==> config.mk <==
export PLATFORM = sky130hd
export DESIGN_NAME = fetch
export DESIGN_NICKNAME = d
export VERILOG_FILES = /design/src/rtl/fetch_pkg.sv /design/src/rtl/fetch_fifo.sv /design/src/rtl/fetch.sv
export SDC_FILE = /design/constraint.sdc
export NUM_CORES = 1
export LEC_CHECK = 0
export CORE_MARGIN = 2
export CORE_UTILIZATION = 60
export CTS_CLUSTER_SIZE = 12
export DETAILED_ROUTE_END_ITERATION = 16
export GPL_TIMING_DRIVEN = 0
export PLACE_DENSITY_LB_ADDON = 0.05
export SYNTH_ARGS = -nofsm -noshare
export SYNTH_HDL_FRONTEND = slang
export SYNTH_HIERARCHICAL = 1
export SYNTH_SLANG_ARGS = --single-unit
export TNS_END_PERCENT = 5
==> constraint.sdc <==
create_clock -name clk -period 6.39 [get_ports clk]
set_clock_uncertainty 0.05 [all_clocks]
set_input_delay 1.278 -clock clk [delete_from_list [all_inputs] [get_ports clk]]
set_output_delay 1.278 -clock clk [all_outputs]
set_load 0.02 [all_outputs]
==> src/rtl/fetch_pkg.sv <==
// Shared types and constants for the instruction fetch stage.
package fetch_pkg;

  // Bytes per instruction word; the PC advances by this on every accepted request.
  localparam logic [31:0] INSTR_BYTES = 32'd4;

  // Fetch-to-decode payload accompanying the instruction word.
  typedef struct packed {
    logic [31:0] instr_addr;
  } f_d_WI;

  typedef enum logic [1:0] {
    IDLE  = 2'd0,
    RUN   = 2'd1,
    DRAIN = 2'd2
  } fetch_state_e;

endpackage : fetch_pkg

==> src/rtl/fetch_fifo.sv <==
// Synchronous FIFO with clear, occupancy count and empty/full flags.
// DEPTH must be a power of two (pointers wrap naturally).
module fetch_fifo #(
  parameter int unsigned WIDTH = 32,
  parameter int unsigned DEPTH = 4
) (
  input  logic                     clk,
  input  logic                     rst,
  input  logic                     clear,
  input  logic                     push,
  input  logic [WIDTH-1:0]         push_data,
  input  logic                     pop,
  output logic [WIDTH-1:0]         head_data,
  output logic [$clog2(DEPTH):0]   count,
  output logic                     empty,
  output logic                     full
);

  localparam int unsigned AW = $clog2(DEPTH);

  logic [WIDTH-1:0] mem_q [DEPTH];
  logic [WIDTH-1:0] mem_d [DEPTH];
  logic [AW-1:0]    wr_ptr_q, wr_ptr_d;
  logic [AW-1:0]    rd_ptr_q, rd_ptr_d;
  logic [AW:0]      count_q, count_d;
  logic             do_push, do_pop;

  assign empty     = (count_q == '0);
  assign full      = (count_q == (AW+1)'(DEPTH));
  assign count     = count_q;
  assign head_data = mem_q[rd_ptr_q];

  // Next-state: clear wins over push/pop; push on full and pop on empty are ignored.
  always_comb begin
    mem_d    = mem_q;
    wr_ptr_d = wr_ptr_q;
    rd_ptr_d = rd_ptr_q;
    count_d  = count_q;
    do_push  = push & ~full;
    do_pop   = pop & ~empty;
    if (clear) begin
      wr_ptr_d = '0;
      rd_ptr_d = '0;
      count_d  = '0;
    end else begin
      if (do_push) begin
        mem_d[wr_ptr_q] = push_data;
        wr_ptr_d        = wr_ptr_q + AW'(1);
      end
      if (do_pop) begin
        rd_ptr_d = rd_ptr_q + AW'(1);
      end
      if (do_push && !do_pop) begin
        count_d = count_q + (AW+1)'(1);
      end else if (!do_push && do_pop) begin
        count_d = count_q - (AW+1)'(1);
      end
    end
  end

  // Storage and pointer registers.
  always_ff @(posedge clk) begin
    if (rst) begin
      for (int unsigned i = 0; i < DEPTH; i++) begin
        mem_q[i] <= '0;
      end
      wr_ptr_q <= '0;
      rd_ptr_q <= '0;
      count_q  <= '0;
    end else begin
      mem_q    <= mem_d;
      wr_ptr_q <= wr_ptr_d;
      rd_ptr_q <= rd_ptr_d;
      count_q  <= count_d;
    end
  end

endmodule : fetch_fifo

==> src/rtl/fetch.sv <==
// Stage-1 instruction fetch: PC ownership, imem request/response handling,
// response buffering and redirect/drain control.
// Optional build macro FETCH_PERF_CNT_EN adds perf_fetched/perf_bubbles counters.
module fetch
  import fetch_pkg::*;
#(
  parameter logic [31:0] RESET_ADDR = 32'h0000_0000,
  parameter int unsigned FIFO_DEPTH = 4
) (
  input  logic        clk,
  input  logic        rst,
  output logic        imem_req_valid,
  input  logic        imem_req_ready,
  output logic [31:0] imem_req_addr,
  input  logic        imem_rsp_valid,
  input  logic [31:0] imem_rsp_data,
  input  logic        redirect_valid,
  input  logic [31:0] redirect_addr,
  input  logic        stall_in,
  output logic        f_valid,
  output f_d_WI       f_out,
  output logic [31:0] instr_dat_out
`ifdef FETCH_PERF_CNT_EN
  ,
  output logic [31:0] perf_fetched,
  output logic [31:0] perf_bubbles
`endif
);

  localparam int unsigned CW = $clog2(FIFO_DEPTH) + 1;
  localparam logic [CW:0] DEPTH_C = (CW+1)'(FIFO_DEPTH);

  fetch_state_e  state_q, state_d;
  logic [31:0]   pc_q, pc_d;
  logic [CW-1:0] in_flight_q, in_flight_d;
  logic [CW-1:0] drop_cnt_q, drop_cnt_d;

  logic          accept, rsp_evt, rsp_keep, pop;
  logic [CW-1:0] aq_count, rb_count;
  logic          aq_empty, aq_full, rb_empty, rb_full;
  logic [31:0]   aq_head;
  logic [63:0]   rb_head;
  logic          unused_flags;

  assign unused_flags = &{1'b0, aq_count, aq_empty, aq_full, rb_full};

  // Request channel, response classification and decode handshake.
  always_comb begin
    imem_req_valid = (state_q == RUN) & ~redirect_valid &
                     (({1'b0, in_flight_q} + {1'b0, rb_count}) < DEPTH_C);
    imem_req_addr  = pc_q;
    accept         = imem_req_valid & imem_req_ready;
    // A response with nothing outstanding cannot belong to us (memory reset alongside).
    rsp_evt        = imem_rsp_valid & (in_flight_q != '0);
    rsp_keep       = rsp_evt & (state_q == RUN) & ~redirect_valid;
    f_valid        = ~rb_empty & ~redirect_valid;
    pop            = f_valid & ~stall_in;
    f_out          = '0;
    instr_dat_out  = '0;
    if (f_valid) begin
      f_out.instr_addr = rb_head[63:32];
      instr_dat_out    = rb_head[31:0];
    end
  end

  // Next-state for FSM, PC, outstanding and stale-response counters.
  always_comb begin
    state_d     = state_q;
    pc_d        = pc_q;
    in_flight_d = in_flight_q;
    drop_cnt_d  = drop_cnt_q;

    if (accept && !rsp_evt) begin
      in_flight_d = in_flight_q + CW'(1);
    end else if (!accept && rsp_evt) begin
      in_flight_d = in_flight_q - CW'(1);
    end

    case (state_q)
      IDLE: state_d = RUN;
      RUN: begin
        if (accept) begin
          pc_d = pc_q + INSTR_BYTES;
        end
      end
      DRAIN: begin
        if (rsp_evt && drop_cnt_q != '0) begin
          drop_cnt_d = drop_cnt_q - CW'(1);
        end
        if (drop_cnt_d == '0) begin
          state_d = RUN;
        end
      end
      default: state_d = IDLE;
    endcase

    // Issue is masked during a redirect, so everything still outstanding after
    // this cycle is stale; in DRAIN in_flight already equals drop_cnt.
    if (redirect_valid) begin
      pc_d       = {redirect_addr[31:2], 2'b00};
      drop_cnt_d = in_flight_d;
      state_d    = (in_flight_d != '0) ? DRAIN : RUN;
    end
  end

  // Control state registers.
  always_ff @(posedge clk) begin
    if (rst) begin
      state_q     <= IDLE;
      pc_q        <= RESET_ADDR;
      in_flight_q <= '0;
      drop_cnt_q  <= '0;
    end else begin
      state_q     <= state_d;
      pc_q        <= pc_d;
      in_flight_q <= in_flight_d;
      drop_cnt_q  <= drop_cnt_d;
    end
  end

  fetch_fifo #(
    .WIDTH (32),
    .DEPTH (FIFO_DEPTH)
  ) u_addr_q (
    .clk       (clk),
    .rst       (rst),
    .clear     (redirect_valid),
    .push      (accept),
    .push_data (pc_q),
    .pop       (rsp_keep),
    .head_data (aq_head),
    .count     (aq_count),
    .empty     (aq_empty),
    .full      (aq_full)
  );

  fetch_fifo #(
    .WIDTH (64),
    .DEPTH (FIFO_DEPTH)
  ) u_rsp_buf (
    .clk       (clk),
    .rst       (rst),
    .clear     (redirect_valid),
    .push      (rsp_keep),
    .push_data ({aq_head, imem_rsp_data}),
    .pop       (pop),
    .head_data (rb_head),
    .count     (rb_count),
    .empty     (rb_empty),
    .full      (rb_full)
  );

`ifdef FETCH_PERF_CNT_EN
  logic [31:0] perf_fetched_q, perf_fetched_d;
  logic [31:0] perf_bubbles_q, perf_bubbles_d;

  // Performance counter increments (free-running, wrap on overflow).
  always_comb begin
    perf_fetched_d = perf_fetched_q;
    perf_bubbles_d = perf_bubbles_q;
    if (pop) begin
      perf_fetched_d = perf_fetched_q + 32'd1;
    end
    if (!f_valid && !stall_in) begin
      perf_bubbles_d = perf_bubbles_q + 32'd1;
    end
  end

  // Performance counter registers.
  always_ff @(posedge clk) begin
    if (rst) begin
      perf_fetched_q <= '0;
      perf_bubbles_q <= '0;
    end else begin
      perf_fetched_q <= perf_fetched_d;
      perf_bubbles_q <= perf_bubbles_d;
    end
  end

  assign perf_fetched = perf_fetched_q;
  assign perf_bubbles = perf_bubbles_q;
`endif

endmodule : fetch

==> impl_summary.txt, run 1 <==
----------------------------------------------------
[Hold path]
  Min-Delay Path Class ... reg2reg
  Worst Min Path Start ... drop_cnt_q[1]
  WHS Endpoint ... drop_cnt_q[1]
  Hold Path Cell Cnt ... 2

[Floorplanning]
  Area of the core region ... 34500 um^2
  Chip height ... 191 um
  Boundary pin count ... 168
  Die Area ... 36700 um^2
  Standard-cell row count ... 68
  Floorplan die width ... 191 um
  Starting density of the core ... 61.0%

[Global routing]
  Wire length of the first global-routing pass ... 83700 um
  All-layer global routing usage ... 29.0%
  Met3 capacity usage during global routing ... 3.27%
  Met1 Use GR ... 37.0%
  Number of antenna violations at the first check in global routing ... 0
  Grt ovf ... 0
  Maximum number of pins on one net before global-route repair ... 15
  Routing usage on met2 ... 50.6%
  Busiest metal layer after global routing ... met2
  Vias in the first global route ... 15700

[Status]
  Run status ... completed

[Job]
  Number of max-cap violations ... 0

[STA]
  Measured slew at the worst slew-check pin ... 908 ps
  Count of endpoints failing hold in the final timing report ... 0
  Number of max-slew violations in the final report ... 0
  Total Negative Setup Slacks ... 0 ps
  Number of failing setup endpoints in the final timing report ... 0
  Rel. slew slack ... 39.5%
  Setup repair after global routing missed its margin ... no
  Max frequency ... 172 MHz
  Shortest clock period the worst path allows after layout ... 5830 ps
  Portion of the clock cycle consumed by the worst path in the final layout ... 91.2%

[Setup path]
  RR Startpoint ... u_rsp_buf/count[1]
  Required time at the worst-slack endpoint ... 5060 ps
  Crit Path Max Fanout ... 12
  Data arrival, critical path ... 4500 ps
  Destination of the worst register-to-register timing path ... u_addr_q/count[2]
  Highest-delay cell along the critical path ... sky130_fd_sc_hd__clkdlybuf4s50_1
  Endpoint class of the critical path ... output pin
  Family with the most delay on the worst path ... buffers and inverters
  Kind of critical path ... in2out
  Sequence of cells on the critical path ... clkdlybuf4s50_1 -> nor2_1 -> clkbuf_1 -> clkbuf_1 -> and2_1 -> clkdlybuf4s50_1
  Number of cells on the critical path ... 6
  Delay of the slowest cell on the worst path ... 730 ps
  Critical path buffers and inverters ... 4
  Worst-case register-to-register setup slack ... 2680 ps
  Reg2Reg Depth ... 12
  Kind of launch point of the worst setup path ... input port

[Route]
  Routed length per placed instance ... 20.1 um
  Via count ... 15100
  Remaining antenna violation count after routing ... 0
  Detailed-route vias per instance ... 5.72
  Wire length reported by the detailed router ... 52800 um
  Pre-Repair DR Iteration Count ... 5
  Post-route DRC ... 0
  1st-iter DRT viols ... 726

[Clock network]
  Clock Tree Root ... sky130_fd_sc_hd__clkbuf_16
  Number of gates given a new drive strength after cts ... 0
  CTS tree ... yes
  Clock transition at path regs ... 50 ps
  H-tree Lvls ... 2
  Longest Clk Path Bufs ... 3
  Clock latency on the worst-skew pair ... 570 ps
  Number of post-CTS setup repair buffers ... 0
  CTS Hold Bufs ... 0
  Number of buffers created by CTS ... 47
  Number of clock sinks seen by CTS ... 436

[Cells and area]
  Diode insertion count for antenna repair ... 0
  Most frequent cells in the layout ... sky130_fd_sc_hd__nand2b_1, sky130_fd_sc_hd__dfxtp_1, sky130_fd_sc_hd__mux2i_1
  Total of fill cells in the finished design ... 2522
  Net count of the finished layout ... 2235
  Commonest non-fill, non-tap cell in the layout ... sky130_fd_sc_hd__nand2b_1
  Signed area change from the synthesized netlist to the final layout ... 17.8%
  Layout cell share with drive strength beyond 1 ... 11.3%
  Final std cell area, no fill ... 24800 um^2

[Synth]
  Post-synthesis average cell area ... 10.9 um^2
  Syn. warnings ... 6
  Gate count after technology mapping ... 1930
  Post-synth design cell area ... 21100 um^2

[Power]
  Leakage ... 10.3 nW
  Total Power ... 6.09 mW
  PD cells ... 245 nW/um^2
  Maximum ir drop on the vdd rail ... 0.316 mV

[Place]
  Global placement routability congestion ... 0.896
  Placed cell area ... 23300 um^2
  Buffers added on ports ... 163
  Placed wire-length estimate after detailed placement ... 36700 um

----------------------------------------------------
## power by group
part	total (mW)	switching, mW	internal [mW]
Sequential	2.82	0.0558	2.76
Clock	2.70	1.08	1.61
Combinational	0.568	0.311	0.258
## flip-flops by register name (all words and copies together) (netlist names), 3 cells and up
signal and count:
imem_req_addr 30, u_addr_q/mem_q 128, u_rsp_buf/count 3, u_addr_q/count 3, in_flight_q 3, drop_cnt_q 3, u_rsp_buf/mem_q 256
## worst min-delay path, stage by stage (launching register included)
cell and delay (ps):
sky130_fd_sc_hd__dfxtp_1 300, sky130_fd_sc_hd__nand2_1 50, sky130_fd_sc_hd__a21oi_1 60
## cell type report
type	count	area (um^2)	area share [%]
Buffer	149	873	3.52
Multi-Input combinational cell	1331	11400	46.0
Timing Repair Buffer	163	1630	6.57
Clock inverter	7	63.8	0.257
Clock buffer	77	1480	5.96
Inverter	17	63.8	0.257
Sequential cell	436	8730	35.1
Tap cell	455	569	2.29
## per-layer routing
metal  wire length (um)  vias up
li1                   -     7141
met1              22900     7436
met2              26200      395
met3               2120      107
met4               1670        0
met5                  0        -
## metrics by stage
step / hold WS (ps) / setup slack, ps / cells / util (%)
after floorplan: 386 / 2880 / 1933 / -
after global placement: 398 / 619 / 2551 / 67.4
final: 407 / 561 / 2635 / 71.9
after detailed placement: 405 / 626 / 2551 / 67.4
after global routing: 436 / 531 / 2635 / 71.9
after CTS: 412 / 624 / 2635 / 71.9
## how the worst max path moves through the flow
stage	to	startpoint	slack, ps
finish	f_out[16]	redirect_valid	560
global route	f_out[16]	redirect_valid	530
CTS	f_out[15]	redirect_valid	620
detailed placement	f_out[15]	redirect_valid	630
global placement	f_out[15]	redirect_valid	620
floorplan	u_addr_q/count[2]	redirect_valid	2880
Note: power is estimated with default switching activity, not from simulation.
==> run 2, diff against run 1 <==
Settings changed: ABC_AREA from default to 1, CTS_BUF_LIST from default to sky130_fd_sc_hd__clkbuf_8 sky130_fd_sc_hd__clkbuf_16, SETUP_SLACK_MARGIN from default to 0.5.
==> impl_summary.txt, run 2 <==
----------------------------------------------------
[Route]
  Detailed-route vias per instance ... 5.14
  Post-route DRC ... 0
  Via count ... 22300
  Remaining antenna violation count after routing ... 0
  Wire length reported by the detailed router ... 64900 um
  Routed wire length on met3 ... 4130 um
  Pre-Repair DR Iteration Count ... 7
  Routed length per placed instance ... 15.0 um
  Metal1 wirelength ... 27100 um
  1st-iter DRT viols ... 1477
  Met2 Routed Length ... 30800 um
  Uppermost metal layer occupied by signal nets ... met4

[Clock network]
  Clock latency on the worst-skew pair ... 580 ps
  Number of buffers created by CTS ... 48
  Clock transition at path regs ... 60 ps
  H-tree Lvls ... 2
  Clock Tree Root ... sky130_fd_sc_hd__clkbuf_16
  CTS tree ... yes
  Longest Clk Path Bufs ... 3
  Number of clock sinks seen by CTS ... 436
  Number of post-CTS setup repair buffers ... 0

[Global routing]
  Vias in the first global route ... 21100
  Grt ovf ... 0
  Wire length of the first global-routing pass ... 104000 um
  Maximum number of pins on one net before global-route repair ... 13
  Number of antenna violations at the first check in global routing ... 0
  All-layer global routing usage ... 33.2%

[STA]
  Total Negative Setup Slacks ... 0 ps
  Number of failing setup endpoints in the final timing report ... 0
  Shortest clock period the worst path allows after layout ... 5450 ps
  Rel. slew slack ... 38.4%
  Measured slew at the worst slew-check pin ... 925 ps
  Portion of the clock cycle consumed by the worst path in the final layout ... 85.2%
  Max frequency ... 184 MHz
  Setup ws final ... 944 ps
  Number of max-slew violations in the final report ... 0
  Worst hold slack ... 460 ps
  Count of endpoints failing hold in the final timing report ... 0
  Setup repair after global routing missed its margin ... no

[Cells and area]
  Number of flip-flops under the largest register name ... 256
  Diode insertion count for antenna repair ... 0
  Top reg by flops ... u_rsp_buf/mem_q
  Final std cell area, no fill ... 26100 um^2
  Net count of the finished layout ... 3928
  Layout cell share with drive strength beyond 1 ... 6.07%
  Count of placed standard cells in the final layout, fillers left out ... 4341
  Signed area change from the synthesized netlist to the final layout ... 16.9%
  Commonest non-fill, non-tap cell in the layout ... sky130_fd_sc_hd__nand2_1
  Layout Utilization ... 71.2%
  Most frequent cells in the layout ... sky130_fd_sc_hd__nand2_1, sky130_fd_sc_hd__nor2_1, sky130_fd_sc_hd__inv_1

[Synth]
  Post-synthesis average cell area ... 6.17 um^2
  Syn. warnings ... 6
  Gate count after technology mapping ... 3616
  Post-synth design cell area ... 22300 um^2

[Place]
  Placed wire-length estimate after detailed placement ... 47600 um
  Global placement routability congestion ... 0.897
  Worst slack after detailed placement ... 567 ps
  Buffers added on ports ... 163
  Number of instances in the placed design ... 4256
  Placed cell area ... 24600 um^2

[Power]
  Total Power ... 6.19 mW
  Maximum ir drop on the vdd rail ... 0.227 mV
  Leakage ... 13.4 nW
  PD cells ... 237 nW/um^2

[Status]
  Run status ... completed

[Setup path]
  Endpoint class of the critical path ... output pin
  Reg2Reg Depth ... 16
  Data arrival, critical path ... 4120 ps
  Kind of launch point of the worst setup path ... input port
  Destination of the worst register-to-register timing path ... u_addr_q/count[2]
  Required time at the worst-slack endpoint ... 5060 ps
  Worst-case register-to-register setup slack ... 2940 ps
  Crit Path Max Fanout ... 10
  RR Startpoint ... u_rsp_buf/count[2]
  Kind of critical path ... in2out

[Floorplanning]
  Starting density of the core ... 60.9%
  Chip height ... 197 um
  Boundary pin count ... 168
  Die Area ... 38700 um^2
  Area of the core region ... 36600 um^2
  Standard-cell row count ... 70
  Floorplan die width ... 197 um

[Hold path]
  Worst Min Path Start ... u_addr_q/rd_ptr_q[1]
  Min-Delay Path Class ... reg2reg
  Hold Path Cell Cnt ... 2
  WHS Endpoint ... u_addr_q/rd_ptr_q[1]

[Job]
  Number of max-cap violations ... 0

----------------------------------------------------
==> run 2: worst max path at each step <==
| stage | start | slack [ps] | endpoint | cells past startpoint |
|---|---|---|---|---|
| finish | redirect_valid | 940 | f_out[18] | 8 |
| global route | redirect_valid | 830 | f_out[21] | 8 |
| CTS | redirect_valid | 570 | f_out[13] | 8 |
| detailed placement | redirect_valid | 570 | f_out[13] | 8 |
| global placement | redirect_valid | 590 | f_out[13] | 8 |
| floorplan | redirect_valid | 2530 | f_out[11] | 6 |
==> run 2: power by group <==
group	internal, mW	switching (mW)	total [mW]	leakage [nW]
Sequential	2.79	0.0863	2.88	3.52
Clock	1.54	1.13	2.67	0.806
Combinational	0.230	0.412	0.642	9.12
==> run 2: cell type report <==
type                            instances  area, um^2
Fill cell                            3175       10500
Multi-Input combinational cell       2465       10500
Sequential cell                       436        8730
Inverter                              515        1940
Timing Repair Buffer                  163        1630
Clock buffer                           62        1410
Buffer                                209        1180
Tap cell                              468         586
Clock inverter                         23         111
==> run 2: worst max-delay path: stages <==
cell	delay (ps)
sky130_fd_sc_hd__clkdlybuf4s50_1	640
sky130_fd_sc_hd__buf_6	200
sky130_fd_sc_hd__nor2_1	70
sky130_fd_sc_hd__inv_1	220
sky130_fd_sc_hd__clkbuf_2	500
sky130_fd_sc_hd__clkbuf_1	440
sky130_fd_sc_hd__nor2_1	170
sky130_fd_sc_hd__clkdlybuf4s50_1	570
==> run 2: what timing repair did <==
item / CTS / global route
gates resized for setup: 0 / 3
hold buffers: 0 / 0
endpoints found under the setup margin: 0 / 19
==> run 2: per-layer routing <==
metal | vias to the layer above | global-route usage, %
li1 | 11300 | -
met1 | 10100 | 40.1
met2 | 794 | 58.6
met3 | 156 | 4.36
met4 | 0 | 16.0
met5 | - | 0
